$ cat config.mk
export PLATFORM = sky130hd
export DESIGN_NAME = bitlet_unpack
export DESIGN_NICKNAME = d
export VERILOG_FILES = /design/src/rtl/bitlet_unpack.sv
export SDC_FILE = /design/constraint.sdc
export NUM_CORES = 1
export LEC_CHECK = 0
export ABC_CLOCK_PERIOD_IN_PS = 2800
export CORE_ASPECT_RATIO = 1.4
export CORE_MARGIN = 3
export CORE_UTILIZATION = 36
export DETAILED_ROUTE_END_ITERATION = 10
export PLACE_DENSITY_LB_ADDON = 0.2
export SYNTH_ARGS = -nofsm -noshare
export SYNTH_HDL_FRONTEND = slang
export SYNTH_SLANG_ARGS = --single-unit
$ cat constraint.sdc
create_clock -name clk -period 2.8 [get_ports clk]
set_input_delay 0.42 -clock clk [delete_from_list [all_inputs] [get_ports clk]]
set_output_delay 0.42 -clock clk [all_outputs]
set_load 0.02 [all_outputs]
$ cat src/rtl/bitlet_unpack.sv
// Rebuilds a W-bit word from an MSB-first stream of set-bit index beats.
// Define BITLET_UNPACK_ORDER_CHK_EN to enable the sticky ordering error flag.
module bitlet_unpack #(
  parameter int W = 64,
  localparam int N = $clog2(W)
) (
  input  logic         clk,
  input  logic         rst_n,
  input  logic         in_valid,
  output logic         in_ready,
  input  logic [N-1:0] in_cnt,
  input  logic         in_zero,
  input  logic         in_last,
  output logic         out_valid,
  input  logic         out_ready,
  output logic [W-1:0] out_data,
  output logic [N:0]   out_nbits,
  output logic         err
);

  typedef enum logic {
    ACC,
    FULL
  } state_t;

  state_t       state;
  logic [W-1:0] acc;
  logic [N:0]   acc_nbits;
  logic [W-1:0] mask;
  logic [W-1:0] word;
  logic [N:0]   word_nbits;
  logic [N:0]   inc;
  logic         fire;
  logic         term;
  logic         hit;
  logic         drain;

  assign out_valid = (state == FULL);
  assign in_ready  = ~out_valid | out_ready;
  assign fire      = in_valid & in_ready;
  assign term      = in_zero | in_last;
  assign drain     = out_valid & out_ready;

  assign mask = W'(1) << in_cnt;
  assign hit  = |(acc & mask);
  assign inc  = {{N{1'b0}}, ~hit};

  // A zero beat closes the word with whatever is collected so far.
  always_comb begin
    word       = acc | mask;
    word_nbits = acc_nbits + inc;
    if (in_zero) begin
      word       = acc;
      word_nbits = acc_nbits;
    end
  end

  always_ff @(posedge clk or negedge rst_n) begin
    if (!rst_n) begin
      state     <= ACC;
      acc       <= '0;
      acc_nbits <= '0;
      out_data  <= '0;
      out_nbits <= '0;
    end else begin
      unique case (1'b1)
        fire & term: begin
          state     <= FULL;
          out_data  <= word;
          out_nbits <= word_nbits;
          acc       <= '0;
          acc_nbits <= '0;
        end
        fire & ~term: begin
          acc       <= acc | mask;
          acc_nbits <= acc_nbits + inc;
        end
        default: ;
      endcase
      if (drain & ~(fire & term))
        state <= ACC;
    end
  end

`ifdef BITLET_UNPACK_ORDER_CHK_EN
  logic [N-1:0] prev;
  logic         has_prev;
  logic         bad;
  logic         err_q;

  assign bad = fire & (
      (~in_zero & has_prev & (in_cnt >= prev))
    | (in_zero & (|acc)));

  always_ff @(posedge clk or negedge rst_n) begin
    if (!rst_n) begin
      prev     <= '0;
      has_prev <= 1'b0;
      err_q    <= 1'b0;
    end else begin
      if (bad)
        err_q <= 1'b1;
      if (fire) begin
        if (term) begin
          has_prev <= 1'b0;
        end else begin
          has_prev <= 1'b1;
          prev     <= in_cnt;
        end
      end
    end
  end

  assign err = err_q;
`else
  assign err = 1'b0;
`endif

endmodule

==> results of run 1 <==
## path summary, 6_finish.rpt
kind | endpoint | depth (start not counted) | start
max | acc_nbits[6] | 12 | acc[35]
min | out_data[31] | 2 | rst_n
max reg2reg | acc_nbits[6] | 12 | acc[35]
min reg2reg | out_data[63] | 2 | out_data[63]
max in group asynchronous | acc_nbits[1] | 3 | rst_n
min in group clk | out_data[63] | 2 | out_data[63]
## timing repair
action | CTS | global route
gates cloned | 1 | 0
setup buffers | 1 | 4
pin swaps | 5 | 9
endpoints found under the hold margin | 48 | 0
endpoints found under the setup margin | 12 | 8
gates resized for setup | 25 | 20
hold buffers | 1 | 0
## area by class of cell
| cell class | count | area (sq um) | area share, % |
|---|---|---|---|
| clock buffers | 19 | 433 | 4.80 |
| clock inverters | 13 | 165 | 1.83 |
| inverters | 5 | 18.8 | 0.208 |
| multi-input cells | 515 | 2840 | 31.4 |
| flip-flops and latches | 143 | 3580 | 39.7 |
| well taps | 236 | 295 | 3.27 |
| repair buffers | 185 | 1690 | 18.8 |
## stage by stage
stage	std cells	power, mW	setup TNS [ns]	utilization [%]
2_1_floorplan	706	2.47	0	-
3_3_place_gp	1077	2.77	-8.16	46.9
3_5_place_dp	1077	2.78	-8.48	46.9
4_1_cts	1112	5.10	0	50.9
5_1_grt	1116	5.26	-0.301	51.4
6_report	1116	5.07	0	51.4
## cells by family after synthesis
| kind of cell | after synthesis | synth area share [%] |
|---|---|---|
| buffers and inverters | 48 | 3.70 |
| adders and majority gates | 2 | 0.384 |
| xor gates and xnor gates | 5 | 0.672 |
| other | 1 | 0.0575 |
| DFF | 143 | 54.9 |
| muxes | 16 | 2.72 |
| AOI/OAI and AO/OA | 246 | 20.4 |
| and+or+nand+nor | 245 | 17.2 |
## worst reg2reg max path, delay by kind of cell (launching register included)
kind,cells,cell delay (ns)
AND/OR/NAND/NOR,5,0.79
AO/OA/AOI/OAI,4,0.60
multiplexers,1,0.47
flip-flops,1,0.40
adder cells (fa/ha/maj),2,0.38
## flip-flops by register name, summed over array words and instances (netlist names)
name	count
out_nbits	7
out_valid	1
acc	64
out_data	64
acc_nbits	7
## cell usage after synthesis, types with 6 or more instances
cell type	number	area (sq um)
nor2_1	98	368
o21ai_0	78	390
nand2_1	86	323
buf_2	16	80.1
nand3_1	15	75.1
dfrtp_1	143	3580
mux2i_1	11	110
a31oi_1	6	37.5
clkbuf_1	18	67.6
a21oi_1	130	651
## metal layers
layer / global-route usage [%] / vias to the layer above / part of all wire [%]
li1: - / 2795 / -
met1: 26.9 / 2869 / 40
met2: 39.8 / 181 / 52
met3: 3.34 / 48 / 4.1
met4: 11.3 / 0 / 4.2
met5: 0 / - / 0
## power groups by stage
stage | clock network (mW) | logic, mW | registers [mW]
after floorplan | 0 | 0.232 | 2.23
final | 2.32 | 0.598 | 2.16
after global routing | 2.44 | 0.653 | 2.17
after CTS | 2.34 | 0.599 | 2.16
after detailed placement | 0 | 0.585 | 2.20
after global placement | 0 | 0.579 | 2.19
==> metrics, run 1 <==
CTS H-Tree Depth=4; drt total wl=about 21000 um; worst rel slew slack=around half; crit path time final=roughly 2.8 ns; gr usage total=22.6%; antenna violations before repair=0; Syn-to-layout area delta=38.4%; sequential share of power=a little over two fifths; worst path cell trace=mux4_2, nand4b_1, o31ai_2, a2111oi_2, and4bb_1, ha_2, ha_4, and3_4, nand3_4, a21o_1, nand2_1, o31ai_2; Required @ worst endpoint=roughly 3.1 ns; Post-Synthesis Cells=~710; worst path buffer plus inverter count=0; Cell Area, Synth=roughly 6500 sq um; vias in the first global route=about 6000; Psw=1.32 mW; Min-Delay Path Class=input pin to asynchronous set/reset pin; Worst Path Max Fanout=3; register area share after synthesis=54.9%; Syn Area/Cell=around 9.2 sq um; CTS max path bufs=2; initial DRC count=around 360; vias=5893; Core ar.=around 18000 sq um; fin crit share=between 90% and 100%; Post-synth EDFFs=0; #FFs+latches synth=143; GP Congestion=between 0.9 and 1; PortBufs=84; Fin. Hold Viols=0; post-synth cell types=59; most common cell after layout, fill and taps aside=dfrtp_1; Die ar.=slightly below 20000 sq um; Residual DRC=0; Final nets=around 880; Peak VDD IR=between 300 and 400 uV; Die Wd=around 120 um; Slew Viols, Final=0; final worst slack=around 0.046 ns; Die Y-Extent=about 170 um; largest net degree at the start of global routing=roughly 140; Pre-antenna DRT Iters=5; P per Cell Area=~560 nW/um^2; gr ovfl total=0; worst-margin pin slew=0.732 ns; routed vias/inst=around 5.3; Setup WS pre-CTS=-0.849 ns; Power Internal=between 3 and 4 mW; layout cells sized above 1=roughly a fifth; RSZ-0062 raised after global routing=yes; CTS Root Cell=clkbuf_16; clock-pin slew on the worst setup and hold paths=~0.060 ns; outcome=completed; Initial Util=a little under two fifths; worst path arrival time=~3.1 ns; Final Cell Area=between 9000 and 10000 sq um; CP max stage delay=0.47 ns; most frequent CP cell=o31ai_2; IO Pins=86; Post-DP HPWL=approximately 15000 um; Gate power share=between 10% and 20%; FP Rows=57; first-pass GRT wire length=34100 um; Layout fillers=about 1700; Crit Path Class=register to register; drt wl/cell=around 19 um; Leak=about 3.9 nW; Hold Slack=between 0.4 and 0.5 ns; remaining antenna violation count after routing=0; CTS buffer count=17; r2r setup slk=0.05 ns; Final setup viols=0; Placed Area=8230 sq um; CP endpoint kind=register; CTS Sinks=about 140; switching part of the total power=between 20% and 30%; most frequent cells in the layout=dfrtp_1 (143), a21oi_1 (130), nor2_1 (95); critical path launch point type=register; CTS tree=built; Primary FF master, synth=dfrtp_1; Setup Skew=~0.009 ns; Fmax=roughly 0.36 GHz; kind of cell adding the most delay to the critical path=simple AND/OR/NAND/NOR gates; Ant. Diodes=0; Synth Warn #=0; max-cap viol count=0; clock power share=a little under half; Syn Nets=between 700 and 800; FFs w/ async S/R, synth=100%; critical path's slowest cell=mux4_2; Skew-Pair Late Insertion Delay=about 0.43 ns
Note: power is estimated with default switching activity, not from simulation.
==> run 2: changes to the inputs <==
--- a/config.mk
+++ b/config.mk
@@ -11,6 +11,7 @@
 export CORE_UTILIZATION = 36
 export DETAILED_ROUTE_END_ITERATION = 10
 export PLACE_DENSITY_LB_ADDON = 0.2
+export SLEW_MARGIN = 20
 export SYNTH_ARGS = -nofsm -noshare
 export SYNTH_HDL_FRONTEND = slang
 export SYNTH_SLANG_ARGS = --single-unit
==> results of run 2 <==
No change in the layout: final DEF, timing and power equal those of run 1.
==> run 3: changes to the inputs <==
--- a/config.mk
+++ b/config.mk
@@ -9,6 +9,7 @@
 export CORE_ASPECT_RATIO = 1.4
 export CORE_MARGIN = 3
 export CORE_UTILIZATION = 36
+export CTS_CLUSTER_DIAMETER = 40
 export DETAILED_ROUTE_END_ITERATION = 10
 export PLACE_DENSITY_LB_ADDON = 0.2
 export SLEW_MARGIN = 20
==> results of run 3 <==
No change in the layout: final DEF, timing and power equal those of run 1.
